### src/rtl/alu_md_unit.sv
// alu_md_unit: RV-style base ALU plus iterative multiply/divide (M ops), optional early-out via ALU_MD_EARLY_OUT_EN.
// Latency: base ops 1 cycle; M ops XLEN+1 cycles (1 cycle for trivial M ops when ALU_MD_EARLY_OUT_EN is defined).
// Backpressure: start is only accepted while busy=0; starts while busy (CALC/FIN) are dropped, flush aborts silently.
module alu_md_unit #(
  parameter int XLEN = 32
) (
  input  logic            clk,
  input  logic            rst,
  input  logic            start,
  input  logic            flush,
  input  logic [4:0]      op,
  input  logic [XLEN-1:0] A,
  input  logic [XLEN-1:0] B,
  output logic [XLEN-1:0] Result,
  output logic            Zero,
  output logic            busy,
  output logic            done
);

  localparam int SW = $clog2(XLEN);
  localparam int CW = $clog2(XLEN + 1);
  localparam logic [CW-1:0] CNT_LAST = CW'(XLEN);

  typedef enum logic [1:0] {IDLE, CALC, FIN} state_t;

  state_t              state_q, state_d;
  logic [CW-1:0]       cnt_q, cnt_d;
  logic [2:0]          f3_q, f3_d;
  logic [XLEN-1:0]     a_q, a_d;
  logic [XLEN-1:0]     b_q, b_d;
  logic [XLEN-1:0]     opnd_q, opnd_d;
  logic [2*XLEN-1:0]   acc_q, acc_d;
  logic [XLEN-1:0]     result_q, result_d;
  logic                zero_q, zero_d;

  // rs1 is treated as signed for MULH, MULHSU, DIV, REM
  function automatic logic a_signed(input logic [2:0] f3);
    return (f3 == 3'b001) || (f3 == 3'b010) || (f3 == 3'b100) || (f3 == 3'b110);
  endfunction

  // rs2 is treated as signed for MULH, DIV, REM
  function automatic logic b_signed(input logic [2:0] f3);
    return (f3 == 3'b001) || (f3 == 3'b100) || (f3 == 3'b110);
  endfunction

  // Magnitude of a value; the most-negative value maps to 2^(XLEN-1) as unsigned
  function automatic logic [XLEN-1:0] mag(input logic [XLEN-1:0] v, input logic sgn);
    return (sgn && v[XLEN-1]) ? -v : v;
  endfunction

  // Single-cycle base ALU operations
  function automatic logic [XLEN-1:0] alu_base(input logic [3:0] code,
                                               input logic [XLEN-1:0] a,
                                               input logic [XLEN-1:0] b);
    logic [SW-1:0]   sh;
    logic [XLEN-1:0] r;
    sh = b[SW-1:0];
    case (code)
      4'b0000: r = a + b;
      4'b0001: r = a - b;
      4'b0010: r = a << sh;
      4'b0011: r = $signed(a) >>> sh;
      4'b0100: r = a ^ b;
      4'b0101: r = a >> sh;
      4'b0110: r = {{(XLEN-1){1'b0}}, ($signed(a) < $signed(b))};
      4'b0111: r = {{(XLEN-1){1'b0}}, (a < b)};
      4'b1000: r = a | b;
      4'b1001: r = a & b;
      default: r = '0;
    endcase
    return r;
  endfunction

  // One iteration: shift-add multiply (acc = {partial, multiplier}) or
  // restoring divide (acc = {remainder, dividend/quotient})
  function automatic logic [2*XLEN-1:0] md_step(input logic [2:0] f3,
                                                input logic [2*XLEN-1:0] acc,
                                                input logic [XLEN-1:0] opnd);
    logic [XLEN:0]       sum;
    logic [XLEN:0]       tmp;
    logic [2*XLEN-1:0]   nxt;
    if (!f3[2]) begin
      sum = {1'b0, acc[2*XLEN-1:XLEN]} + (acc[0] ? {1'b0, opnd} : '0);
      nxt = {sum, acc[XLEN-1:1]};
    end else begin
      tmp = {acc[2*XLEN-1:XLEN], acc[XLEN-1]};
      if (tmp >= {1'b0, opnd}) begin
        nxt = {tmp[XLEN-1:0] - opnd, acc[XLEN-2:0], 1'b1};
      end else begin
        nxt = {tmp[XLEN-1:0], acc[XLEN-2:0], 1'b0};
      end
    end
    return nxt;
  endfunction

  // Sign fix-up, half selection and divide corner cases applied on entry to FIN
  function automatic logic [XLEN-1:0] md_final(input logic [2:0] f3,
                                               input logic [XLEN-1:0] a,
                                               input logic [XLEN-1:0] b,
                                               input logic [2*XLEN-1:0] acc);
    logic              sa, sb;
    logic [2*XLEN-1:0] p;
    logic [XLEN-1:0]   q, rm, r;
    sa = a_signed(f3) & a[XLEN-1];
    sb = b_signed(f3) & b[XLEN-1];
    if (!f3[2]) begin
      p = (sa ^ sb) ? -acc : acc;
      r = (f3[1:0] == 2'b00) ? p[XLEN-1:0] : p[2*XLEN-1:XLEN];
    end else begin
      q  = (sa ^ sb) ? -acc[XLEN-1:0] : acc[XLEN-1:0];
      rm = sa ? -acc[2*XLEN-1:XLEN] : acc[2*XLEN-1:XLEN];
      if (b == '0) begin
        q  = '1;
        rm = a;
      end else if (b_signed(f3) && (a == {1'b1, {(XLEN-1){1'b0}}}) && (b == '1)) begin
        q  = a;
        rm = '0;
      end
      r = f3[1] ? rm : q;
    end
    return r;
  endfunction

`ifdef ALU_MD_EARLY_OUT_EN
  // M ops whose result is known without iterating
  function automatic logic early_out(input logic [2:0] f3,
                                     input logic [XLEN-1:0] a,
                                     input logic [XLEN-1:0] b);
    logic ovf;
    ovf = b_signed(f3) && (a == {1'b1, {(XLEN-1){1'b0}}}) && (b == '1);
    if (!f3[2]) return (a == '0) || (b == '0);
    return (b == '0) || ovf;
  endfunction
`endif

  // Next-state, operand capture, iteration and result update
  always_comb begin
    state_d  = state_q;
    cnt_d    = cnt_q;
    f3_d     = f3_q;
    a_d      = a_q;
    b_d      = b_q;
    opnd_d   = opnd_q;
    acc_d    = acc_q;
    result_d = result_q;
    case (state_q)
      IDLE: begin
        if (start && !flush) begin
          f3_d  = op[2:0];
          a_d   = A;
          b_d   = B;
          cnt_d = '0;
          if (!op[4]) begin
            result_d = alu_base(op[3:0], A, B);
            state_d  = FIN;
          end else begin
            if (!op[2]) begin
              acc_d  = {{XLEN{1'b0}}, mag(B, b_signed(op[2:0]))};
              opnd_d = mag(A, a_signed(op[2:0]));
            end else begin
              acc_d  = {{XLEN{1'b0}}, mag(A, a_signed(op[2:0]))};
              opnd_d = mag(B, b_signed(op[2:0]));
            end
            state_d = CALC;
`ifdef ALU_MD_EARLY_OUT_EN
            if (early_out(op[2:0], A, B)) begin
              result_d = md_final(op[2:0], A, B, '0);
              state_d  = FIN;
            end
`endif
          end
        end
      end
      CALC: begin
        acc_d = md_step(f3_q, acc_q, opnd_q);
        cnt_d = cnt_q + CW'(1);
        if (cnt_d == CNT_LAST) begin
          result_d = md_final(f3_q, a_q, b_q, acc_d);
          state_d  = FIN;
        end
      end
      FIN: begin
        state_d = IDLE;
      end
      default: begin
        state_d = IDLE;
      end
    endcase
    if (flush) begin
      state_d  = IDLE;
      result_d = result_q;
    end
    zero_d = (result_d == '0);
  end

  // State and datapath registers with synchronous reset
  always_ff @(posedge clk) begin
    if (rst) begin
      state_q  <= IDLE;
      cnt_q    <= '0;
      f3_q     <= '0;
      a_q      <= '0;
      b_q      <= '0;
      opnd_q   <= '0;
      acc_q    <= '0;
      result_q <= '0;
      zero_q   <= 1'b1;
    end else begin
      state_q  <= state_d;
      cnt_q    <= cnt_d;
      f3_q     <= f3_d;
      a_q      <= a_d;
      b_q      <= b_d;
      opnd_q   <= opnd_d;
      acc_q    <= acc_d;
      result_q <= result_d;
      zero_q   <= zero_d;
    end
  end

  assign Result = result_q;
  assign Zero   = zero_q;
  assign busy   = (state_q != IDLE);
  assign done   = (state_q == FIN);

endmodule

### config.mk
export PLATFORM = sky130hd
export DESIGN_NAME = alu_md_unit
export DESIGN_NICKNAME = d
export VERILOG_FILES = /design/src/rtl/alu_md_unit.sv
export SDC_FILE = /design/constraint.sdc
export NUM_CORES = 2
export LEC_CHECK = 0
export CELL_PAD_IN_SITES_DETAIL_PLACEMENT = 1
export CELL_PAD_IN_SITES_GLOBAL_PLACEMENT = 2
export CORE_MARGIN = 2
export CORE_UTILIZATION = 33
export DETAILED_ROUTE_END_ITERATION = 16
export PLACE_DENSITY_LB_ADDON = 0.05
export REMOVE_ABC_BUFFERS = 1
export SYNTH_ARGS = -nofsm -noshare
export SYNTH_HDL_FRONTEND = slang
export SYNTH_SLANG_ARGS = --single-unit
### constraint.sdc
create_clock -name clk -period 6.5 [get_ports clk]
set_input_delay 1.95 -clock clk [delete_from_list [all_inputs] [get_ports clk]]
set_output_delay 1.95 -clock clk [all_outputs]
set_load 0.005 [all_outputs]
==> flow_metrics.tcl <==
set metrics [dict create \
    post_dp_cell_area_mm2 0.0341 \
    dieArea_mm2 0.0886 \
    p_sw_mw 2.50 \
    worst_setup_path_start_kind "primary input" \
    design_area_mm2 0.0354 \
    fp.dieW_um 298 \
    grt_pass1_vias 35000 \
    cts_tree "yes" \
    vias_per_cell 6.15 \
    io_pins 108 \
    p_int_mw 3.36 \
    leakage_nw 14.2 \
    period_needed_ns 6.34 \
    yosys_register_bits 204 \
    cts.sinks 204 \
    post_synth_instance_area_mm2 0.0285 \
    ys_types 121 \
    antenna_cells 0 \
    worst_ep_required_time_ns 6.97 \
    ctsHoldBuffers 0 \
    drcViolationCount 0 \
    die_y_um 298 \
    path_cells "clkdlybuf4s50_1 -> inv_1 -> ha_1 -> or3_1 -> buf_4 -> o311a_1 -> or4_1 -> o21a_1 -> o21bai_1 -> a21oi_1 -> and2_1 -> o32ai_1 -> a31oi_2 -> a211oi_2 -> buf_4 -> nand4_1 -> nor4_4 -> buf_4 -> nand4_1 -> o41ai_2" \
    cp_max_fo 2 \
    swShare_pct 42.6 \
    ant_nets 0 \
    initial_core_util_pct 33.4 \
    synth.avg_cell_area_um2 6.83 \
    slowest_delay_ns 0.63 \
    cts_buffers 27 \
    synthTopCellsByArea "dfxtp_1 (14%), ha_1 (7.3%), a21oi_1 (7.2%)" \
    pwr-share-clk_pct 29.0 \
    crit_slowest_cell "clkdlybuf4s50_1" \
    synthArstFlopShare_pct 0 \
    overflow 0 \
    nFillCells 10900 \
    worstSetupEndpointType "register" \
    vias 35200 \
    crit_start "B[12]" \
    drv_slew 0 \
    grt_pass1_wl_um 245000 \
    arrival_ns 6.81 \
    track_usage_pct 37.0 \
    synth_commonest_cells "nand2_1 (543), nor2_1 (448), a21oi_1 (411), o21ai_0 (233), clkbuf_1 (223)" \
    power_mw 5.86 \
    max_cap_violations 0 \
    drive_above_1_share_pct 18.4 \
    setup_viol 0 \
    yosysMostFrequentCell "nand2_1" \
    worst-setup-path-type "in2reg" \
    seq_area_frac_synth_pct 14.4 \
    tightest_slew_ns 1.19 \
    clkSlewWorstSetupHoldPaths_ns 0.07 \
    seq_power_share_pct 23.2 \
    synth_top_area_share_pct 14.4 \
    multiInputGateArea_mm2 0.0227 \
    reg2reg_setup_slack_ns 0.28 \
    grt_max_degree 109 \
    synth_edf_count 0 \
    hpwl_um 139000 \
    htreeDepth 1 \
    min_from "b_q[24]" \
    finalNonFillerCells 5731 \
    port_buffers 107 \
    synth.largest_area_cell "dfxtp_1" \
    postLayoutCoreUtil_pct 41.5 \
    min_path_type "reg2reg" \
    clock.fmax_mhz 158 \
    area_growth_pct 24.3 \
    peakVddDrop_v 0.000152 \
    finClkSkew_ns 0.0247 \
    cpMostUsedCell "buf_4" \
    slew-limit-headroom_pct 20.5 \
    drt_iter0_drc 2864 \
    final_nets 4810 \
    regArea_mm2 0.00409 \
    timing.rr.start "opnd_q[22]" \
    root_buffer "clkbuf_16" \
    antenna_found_initial 6 \
    final.period_utilization_pct 97.5 \
    coreArea_mm2 0.0853 \
    rows 107 \
    placed_cells_incl_taps 5674 \
    p_per_area_mw_per_mm2 166 \
    p_comb_share_pct 47.8 \
    clockBufferDepth 3 \
    hold_viol 0 \
    routed_wl_um 171000 \
    outcome "finished clean" \
    clock_latency_ns 0.59 \
    post_drt_wl_per_cell_um 29.9 \
    drtPass1Iterations 5 \
    ys.flop_type "dfxtp_1" \
    place_congestion 1.02 \
    syn_inst 4164 \
    ys_warn_count 0 \
]
-- flip-flops by register name (all words and copies together) (netlist names) --
register / cells
Zero: 1
cnt_q: 6
opnd_q: 32
state_q: 2
a_q: 32
acc_q: 64
b_q: 32
Result: 32
f3_q: 3
-- layout make-up --
type                    count  share of cell area (%)
multi-input cells        3486                    64.3
repair buffers            695                    15.8
flip-flops and latches    204                    11.6
well taps                1144                    4.05
clock buffers              31                    2.01
inverters                 153                    1.62
clock inverters            18                   0.732
-- timing repair --
action	4_1_cts	5_1_grt
setup buffers	0	8
gates resized for setup	9	33
endpoints found under the setup margin	1	1
pin swaps	5	19
hold endpoints to repair	0	0
-- placed cells by master (no fill, tap or decap), types with 15 or more instances in the layout --
master / netlist / final
a211o_1: 18 / 18
a211oi_1: 83 / 78
a21o_1: 34 / 34
a21oi_1: 411 / 409
a221oi_1: 70 / 67
a22oi_1: 17 / 17
a311oi_1: 15 / 15
a31oi_1: 82 / 81
and2_1: 72 / 71
and3_1: 30 / 28
buf_4: 5 / 581
clkbuf_16: 0 / 27
clkdlybuf4s50_1: 0 / 99
dfxtp_1: 204 / 203
ha_1: 166 / 166
inv_1: 148 / 148
mux2_2: 41 / 41
mux2i_1: 102 / 102
mux4_2: 27 / 27
nand2_1: 543 / 541
nand2b_1: 29 / 27
nand3_1: 109 / 109
nand4_1: 64 / 64
nor2_1: 448 / 445
nor2b_1: 28 / 27
nor3_1: 101 / 101
nor4_1: 42 / 36
o211ai_1: 71 / 71
o21a_1: 32 / 32
o21ai_0: 233 / 230
o21bai_1: 22 / 21
o221ai_1: 21 / 20
o22ai_1: 17 / 17
o31ai_1: 28 / 28
or2_2: 15 / 15
or3_1: 28 / 28
xnor2_1: 121 / 121
xor2_1: 47 / 47
-- metal layers --
layer	global-route usage [%]	up-vias	share of wire, %
met1	45.7	17500	42
met4	20.7	2	6.6
met5	0	-	0.0064
met3	3.41	395	4.6
met2	63.1	1211	47
li1	-	16100	-
-- per-stage QoR --
step | hold slack, ns | setup slack (ns) | TNS (ns)
6_report | 0.479 | 0.165 | 0
5_1_grt | 0.500 | -0.0102 | -0.0102
4_1_cts | 0.477 | 0.0464 | 0
3_5_place_dp | 0.466 | -1.08 | -2.06
3_3_place_gp | 0.459 | -0.912 | -1.11
2_1_floorplan | 0.434 | -2.28 | -46.48
-- worst max-delay path, delay by kind of cell --
kind / cells / cell delay (ns)
AO/OA/AOI/OAI: 8 / 1.72
adder cells (fa/ha/maj): 1 / 0.30
buffers and inverters: 5 / 1.23
AND/OR/NAND/NOR: 6 / 1.61
-- power groups by stage --
stage / Sequential [mW] / Combinational (mW) / Clock, mW
CTS: 1.36 / 2.72 / 1.72
global placement: 1.39 / 2.68 / 0
floorplan: 1.36 / 1.33 / 0
finish: 1.36 / 2.80 / 1.70
global route: 1.36 / 2.96 / 1.77
detailed placement: 1.39 / 2.70 / 0
-- cell families after synthesis --
kind of cell    Yosys count  share of synthesized area [%]
buf+inv                 474                           6.76
fa+ha+maj               170                           7.58
simple gates           1612                           26.7
compound gates         1363                           31.9
xor+xnor                170                           5.28
mux                     171                           7.43
flops                   204                           14.4
-- worst paths after layout --
| path | endpoint | cells past startpoint |
|---|---|---|
| worst max-delay path | Zero | 20 |
| worst min-delay path | b_q[24] | 2 |
| worst max register to register | Zero | 24 |
| worst min register to register | b_q[24] | 2 |
(Power assumes the default switching activity.)
